<file path="config.mk">
export PLATFORM = sky130hd
export DESIGN_NAME = dyser_cfg_loader
export DESIGN_NICKNAME = d
export VERILOG_FILES = /design/src/rtl/dyser_cfg_pkg.sv /design/src/rtl/dyser_cfg_loader.sv
export SDC_FILE = /design/constraint.sdc
export NUM_CORES = 1
export LEC_CHECK = 0
export BUFFER_PORTS_ARGS = -buffer_cell sky130_fd_sc_hd__clkbuf_2
export CORE_MARGIN = 2
export CORE_UTILIZATION = 53
export CTS_CLUSTER_SIZE = 28
export DETAILED_ROUTE_END_ITERATION = 6
export PLACE_DENSITY = 0.9
export SLEW_MARGIN = 0
export SYNTH_ARGS = -nofsm -noshare
export SYNTH_HDL_FRONTEND = slang
export SYNTH_SLANG_ARGS = --single-unit
</file>
<file path="constraint.sdc">
create_clock -name clk -period 5.1 [get_ports clk]
set_clock_uncertainty 0.2 [all_clocks]
set_input_delay 1.02 -clock clk [delete_from_list [all_inputs] [get_ports clk]]
set_output_delay 1.02 -clock clk [all_outputs]
set_load 0.02 [all_outputs]
</file>
<file path="src/rtl/dyser_cfg_pkg.sv">
// Shared definitions for the DySER configuration loader.
// DYSER_CFG_CHECKSUM_EN adds the CHECK state (XOR checksum word after the block).
package dyser_cfg_pkg;

    // Width of one DySER config word; dyser uses the same value.
    localparam int CFG_WIDTH_DEF = 21;
    // Config words per fabric load.
    localparam int NUM_WORDS_DEF = 17;

    typedef enum logic [2:0] {
        ST_IDLE   = 3'd0,
        ST_FETCH  = 3'd1,
        ST_WRITE  = 3'd2,
`ifdef DYSER_CFG_CHECKSUM_EN
        ST_CHECK  = 3'd4,
`endif
        ST_FINISH = 3'd3
    } ld_state_e;

endpackage

</file>
<file path="src/rtl/dyser_cfg_loader.sv">
// Autonomous config sequencer: fetches NUM_WORDS words from a word-addressed
// memory port and streams them into dyser config_bits/config_en, holding
// send_block high while busy.
// DYSER_CFG_CHECKSUM_EN: fold written words into an XOR accumulator and verify
// it against an extra word fetched at base+NUM_WORDS before signalling done.
import dyser_cfg_pkg::*;

module dyser_cfg_loader #(
    parameter int NUM_WORDS  = NUM_WORDS_DEF,
    parameter int CFG_WIDTH  = CFG_WIDTH_DEF,
    parameter int ADDR_WIDTH = 8
) (
    input  logic                  clk,
    input  logic                  rst,
    input  logic                  start,
    input  logic [ADDR_WIDTH-1:0] base_addr,
    input  logic                  abort,
    output logic                  mem_req,
    output logic [ADDR_WIDTH-1:0] mem_addr,
    input  logic                  mem_valid,
    input  logic [CFG_WIDTH-1:0]  mem_data,
    output logic [CFG_WIDTH-1:0]  config_bits,
    output logic                  config_en,
    output logic                  send_block,
    output logic                  done,
    output logic                  error
);

    // idx must also reach NUM_WORDS so the checksum fetch reuses the adder.
    localparam int IDX_W = (NUM_WORDS < 2) ? 1 : $clog2(NUM_WORDS + 1);
    localparam logic [IDX_W-1:0] LAST_IDX = IDX_W'(NUM_WORDS - 1);

    ld_state_e               state_q, state_d;
    logic [IDX_W-1:0]        idx_q, idx_d;
    logic [ADDR_WIDTH-1:0]   base_q, base_d;
    logic [CFG_WIDTH-1:0]    cfg_q, cfg_d;
    logic                    err_q, err_d;
`ifdef DYSER_CFG_CHECKSUM_EN
    logic [CFG_WIDTH-1:0]    acc_q, acc_d;
`endif

    // State and datapath registers; rst clears everything immediately.
    always_ff @(posedge clk or posedge rst) begin
        if (rst) begin
            state_q <= ST_IDLE;
            idx_q   <= '0;
            base_q  <= '0;
            cfg_q   <= '0;
            err_q   <= 1'b0;
`ifdef DYSER_CFG_CHECKSUM_EN
            acc_q   <= '0;
`endif
        end else begin
            state_q <= state_d;
            idx_q   <= idx_d;
            base_q  <= base_d;
            cfg_q   <= cfg_d;
            err_q   <= err_d;
`ifdef DYSER_CFG_CHECKSUM_EN
            acc_q   <= acc_d;
`endif
        end
    end

    // Next-state and handshake outputs; abort overrides everything outside IDLE.
    always_comb begin
        state_d   = state_q;
        idx_d     = idx_q;
        base_d    = base_q;
        cfg_d     = cfg_q;
        err_d     = err_q;
`ifdef DYSER_CFG_CHECKSUM_EN
        acc_d     = acc_q;
`endif
        mem_req   = 1'b0;
        config_en = 1'b0;
        done      = 1'b0;

        case (state_q)
            ST_IDLE: begin
                if (start) begin
                    base_d  = base_addr;
                    idx_d   = '0;
                    err_d   = 1'b0;
`ifdef DYSER_CFG_CHECKSUM_EN
                    acc_d   = '0;
`endif
                    state_d = ST_FETCH;
                end
            end
            ST_FETCH: begin
                mem_req = 1'b1;
                if (mem_valid) begin
                    cfg_d   = mem_data;
                    state_d = ST_WRITE;
                end
            end
            ST_WRITE: begin
                config_en = 1'b1;
`ifdef DYSER_CFG_CHECKSUM_EN
                acc_d     = acc_q ^ cfg_q;
`endif
                if (idx_q == LAST_IDX) begin
`ifdef DYSER_CFG_CHECKSUM_EN
                    // Step idx to NUM_WORDS so mem_addr points at the checksum word.
                    idx_d   = idx_q + IDX_W'(1);
                    state_d = ST_CHECK;
`else
                    state_d = ST_FINISH;
`endif
                end else begin
                    idx_d   = idx_q + IDX_W'(1);
                    state_d = ST_FETCH;
                end
            end
`ifdef DYSER_CFG_CHECKSUM_EN
            ST_CHECK: begin
                mem_req = 1'b1;
                if (mem_valid) begin
                    if (mem_data == acc_q) begin
                        state_d = ST_FINISH;
                    end else begin
                        err_d   = 1'b1;
                        state_d = ST_IDLE;
                    end
                end
            end
`endif
            ST_FINISH: begin
                done    = 1'b1;
                state_d = ST_IDLE;
            end
            default: state_d = ST_IDLE;
        endcase

        if (abort && state_q != ST_IDLE) begin
            state_d   = ST_IDLE;
            idx_d     = idx_q;
            cfg_d     = cfg_q;
`ifdef DYSER_CFG_CHECKSUM_EN
            acc_d     = acc_q;
`endif
            err_d     = 1'b1;
            mem_req   = 1'b0;
            config_en = 1'b0;
            done      = 1'b0;
        end
    end

    // Address wraps modulo 2^ADDR_WIDTH by truncation.
    assign mem_addr    = base_q + ADDR_WIDTH'(idx_q);
    assign config_bits = cfg_q;
    assign send_block  = (state_q != ST_IDLE);
    assign error       = err_q;

endmodule

</file>
# After elaboration in Yosys (flattened, before gate mapping)

Cells that the tools add are included.

Reductions and logical operators: 11
Divide/modulo/power cells: 0
Eq/ne operators: 8
Order comparisons: 0
Bitwise gates (word level): 1
Mux-type cells: 17
$mul: 0
Add/subtract/negate cells: 2
Shifts and indexed selects: 0

Operators with widths:

| operator                                                              | number |
|---|---|
| 5-bit two-way mux                                                     | 2 |
| 5-bit case mux with 2 select lines                                    | 1 |
| 1-bit two-way mux                                                     | 9 |
| 3-bit two-way mux                                                     | 3 |
| 3-bit case mux with 3 select lines                                    | 1 |
| 8-bit by 5-bit adder with 8-bit output                                | 1 |
| 3-bit by 2-bit equality test with 1-bit output, second input constant | 2 |
| 3-bit != test, second input constant                                  | 2 |
| 2-bit AND reduction                                                   | 3 |
| 2-bit nonzero test                                                    | 3 |
| 5-bit by 1-bit adder with 5-bit output, second input constant         | 1 |
| 5-bit equality test, second input constant                            | 1 |
| 2-bit != test, second input constant                                  | 2 |
| 4-bit AND reduction                                                   | 1 |
| 3-bit by 1-bit equality test with 1-bit output, second input constant | 1 |
| 3-bit zero test                                                       | 1 |
| 3-bit AND reduction                                                   | 1 |
| 3-bit nonzero test                                                    | 1 |
| 2-bit two-way mux                                                     | 1 |
| 1-bit logical AND                                                     | 1 |
| 1-bit inverter                                                        | 1 |

Memories kept: 0
Memory bits (writable): 0
Bits in read-only memories: 0
Register bits: 38
Output and inout port bits: 34
Latch bits: 0
Bits of input ports: 34

# Logic depth before layout (Yosys ltp)

Depth after elaboration: 4
Depth in mapped cells: 7

# Worst setup path after synthesis

No wires, ideal clock.

Path kind: register to output
From: reg idx_q[0]
To: out mem_addr[6]
Path buffers: 0
Path slack: 2200 ps
Cell stages (with the launch flop): 8
Arrival time: 1680 ps
Cell sequence: dfrtp_1 -> ha_1 -> inv_1 -> fa_1 -> inv_1 -> a21o_1 -> a22o_1 -> xor2_1

Cells in the longest elaborated chain, start to end: 1

Ends and longest elaborated chain:

| what                                   | RTL line                | text |
|---|---|---|
| start: declaration                     | dyser_cfg_loader.sv:34  | `logic [IDX_W-1:0] idx_q, idx_d;` |
| start signal: assignment               | dyser_cfg_loader.sv:55  | `idx_q <= idx_d;` |
| 8-bit by 5-bit adder with 8-bit output | dyser_cfg_loader.sv:151 | `assign mem_addr = base_q + ADDR_WIDTH'(idx_q);` |
| end: declaration                       | dyser_cfg_loader.sv:19  | `output logic [ADDR_WIDTH-1:0] mem_addr,` |

No other way between the ends.

# Worst setup path after layout

Same ends and word-level chain as after synthesis.

==> results.txt <==
CTS tree: done
Hold EP: config_bits[3]$_DFFE_PP0P_
min cycle time layout: 3.33 ns
Worst Max-Slew Pin Slew: 0.435 ns
clk sink count: 37
chip height: 63.4 um
Synth top cells by count: 37 x dfrtp_1, 19 x mux2_4, 8 x inv_1
largest net degree at the start of global routing: 38
total congestion overflow: 0
worst skew pair latency: 0.34 ns
hold_ws: 0.304 ns
hold depth: 1
CP Data Required Time: 3.88 ns
vias in the first global route: 1,340
post-route DRC violation count: 0
crit-path max cell delay: 0.48 ns
hold path start: config_bits[3]$_DFFE_PP0P_
Die W: 63.4 um
Worst R2R Setup Slack: 2.98 ns
Mapped Avg Cell Area: 13.1 um2
Rel. slew slack: 71.0%
FF-to-FF End: config_bits[4]$_DFFE_PP0P_
vias post-DR: 1,335
Clock transition at path regs: 0.10 ns
root buffer cell: clkbuf_4
startpoint types: flop
# setup viols final: 0
wire per inst: 13.3 um
RePlAce Congestion: 0.803
R2R depth: 4
crit-path leading delay family: adder cells
number of nets still failing antenna checks after routing: 0
CP endpoint kind: output port
Site Rows: 21
Seq/Total Area, Yosys: 49.5%
global-route wire length before repair: 5940 um
PwrDens: 430 nW/um2
Nets: 258
Synth cell types: 35
FMAX: 300 MHz
Initial Utilization: 55.6%
min-delay worst type: flop to flop
Synth Instances: 143
final wirelength: 3510 um
Final Hold Vio Count: 0
post-cts sizing count: 0
post-synth top area share: 49.5%
RSZ-0062 raised after global routing: no
CP Buf/Inv Count: 3
drt pass-1 iters: 4
H-Tree Depth: 2
cell seen most often among critical-path stages: inv_1
CTS max path bufs: 2
dominant cells by area after synthesis: dfrtp_1 49%, mux2_4 15%, ha_1 4.7%
max_cap viols: 0
hold buffers post-CTS: 0
Pleak: 1.21 nW
dpl hpwl: 2740 um
share of cells above drive strength 1: 48.4%
IO buf count: 67
Worst EP arrival: 2.11 ns
Setup TNS: 0 ns
IO Pins: 68
fin crit share: 65.3%
max-slew violations: 0
ys async rst share: 100%
Yosys reg bits: 37
aggregate global-route resource usage: 19.4%
Setup Buffers After CTS: 0
CP cell instances: ha_1, inv_1, fa_1, inv_1, a21o_1, a22o_1, xor2_1, clkbuf_2
critical path class: flop to output port
diode count: 0
die area: 4020 um2
Synth Warn #: 0
DR iter-0 viols: 52
launching point of the worst reg2reg path: state_q[1]$_DFFE_PP0P_
critical path peak fanout: 7
outcome: finished clean
Post-Syn Area: 1870 um2
post-synth top area cell: dfrtp_1
Core ar.: 3360 um2
syn nets: 185
Inserted Clock Buffers: 5
highest-delay cell along the critical path: dfrtp_1
Synth Flop Type: dfrtp_1
P&R area growth vs syn: 23.6%
Vias/cell: 5.08
worst vdd ir: 0.269 mV
top-count cell post-synth: dfrtp_1
initial antenna violation count: 0
EDFF count, synth: 0
==> stage by stage <==
| stage | cells | setup WS [ns] | utilization [%] | cell area, um2 | power, mW |
|---|---|---|---|---|---|
| final | 263 | 1.77 | 68.8 | 2310 | 0.994 |
| after global routing | 263 | 1.64 | 68.8 | 2310 | 1.05 |
| after CTS | 263 | 1.76 | 68.8 | 2310 | 1.00 |
| after detailed placement | 255 | 2.16 | 66.2 | 2230 | 0.793 |
| after global placement | 255 | 2.19 | 66.2 | 2230 | 0.780 |
| after floorplan | 143 | 2.20 | - | 1870 | 0.674 |
==> how the worst max path moves through the flow <==
stage                               startpoint     endpoint  depth (start not counted)
final                     idx_q[0]$_DFFE_PP0P_  mem_addr[6]                          8
after global routing      idx_q[0]$_DFFE_PP0P_  mem_addr[6]                          8
after CTS                 idx_q[0]$_DFFE_PP0P_  mem_addr[6]                          8
after detailed placement  idx_q[0]$_DFFE_PP0P_  mem_addr[6]                          8
after global placement                   abort    config_en                          4
after floorplan           idx_q[0]$_DFFE_PP0P_  mem_addr[6]                          7
==> metal layers <==
layer | up-vias | share of wire [%] | track usage, %
met3 | 9 | 5.7 | 5.18
met1 | 630 | 38 | 22.4
li1 | 649 | - | -
met4 | 0 | 1.6 | 7.88
met5 | - | 0 | 0
met2 | 47 | 54 | 34.1
==> flip-flops by register name (all words and copies together), names as in the netlist <==
register / cells
config_bits: 21
base_q: 8
idx_q: 5
state_q: 2
error: 1
==> power breakdown <==
part / switching, mW / internal [mW] / leakage [nW] / total [mW]
combinational: 0.194 / 0.168 / 0.711 / 0.362
sequential: 0.0505 / 0.370 / 0.451 / 0.420
clock: 0.0942 / 0.117 / 0.0455 / 0.211
total: 0.339 / 0.655 / 1.21 / 0.994
==> placed cells by master, fill, tap and decap left out, types with 5 or more instances in the layout <==
| master | n |
|---|---|
| mux2_4 | 19 |
| nor2_1 | 5 |
| inv_1 | 8 |
| ha_1 | 7 |
| clkbuf_2 | 67 |
| clkbuf_4 | 5 |
| nand2_1 | 5 |
| dfrtp_1 | 37 |
| mux2_2 | 7 |
| o21ai_0 | 7 |
==> cells by family (layout without fill, tap and decap cells) <==
| kind of cell | count (synthesis) | in the layout | synth area share (%) |
|---|---|---|---|
| AO/OA/AOI/OAI | 26 | 26 | 8.50 |
| XOR/XNOR | 5 | 5 | 2.34 |
| adder cells (fa/ha/maj) | 8 | 8 | 5.75 |
| buffers and inverters | 12 | 86 | 4.55 |
| flip-flops | 37 | 37 | 49.5 |
| multiplexers | 29 | 29 | 21.2 |
| AND/OR/NAND/NOR | 26 | 26 | 8.16 |
==> area by class of cell <==
class | count | area [um2]
clock buffers | 7 | 55.1
clock inverters | 1 | 30.0
fillers | 282 | 1050
inverters | 9 | 33.8
multi-input cells | 94 | 860
flip-flops and latches | 37 | 926
well taps | 46 | 57.6
repair buffers | 69 | 350
(Power assumes the default switching activity.)
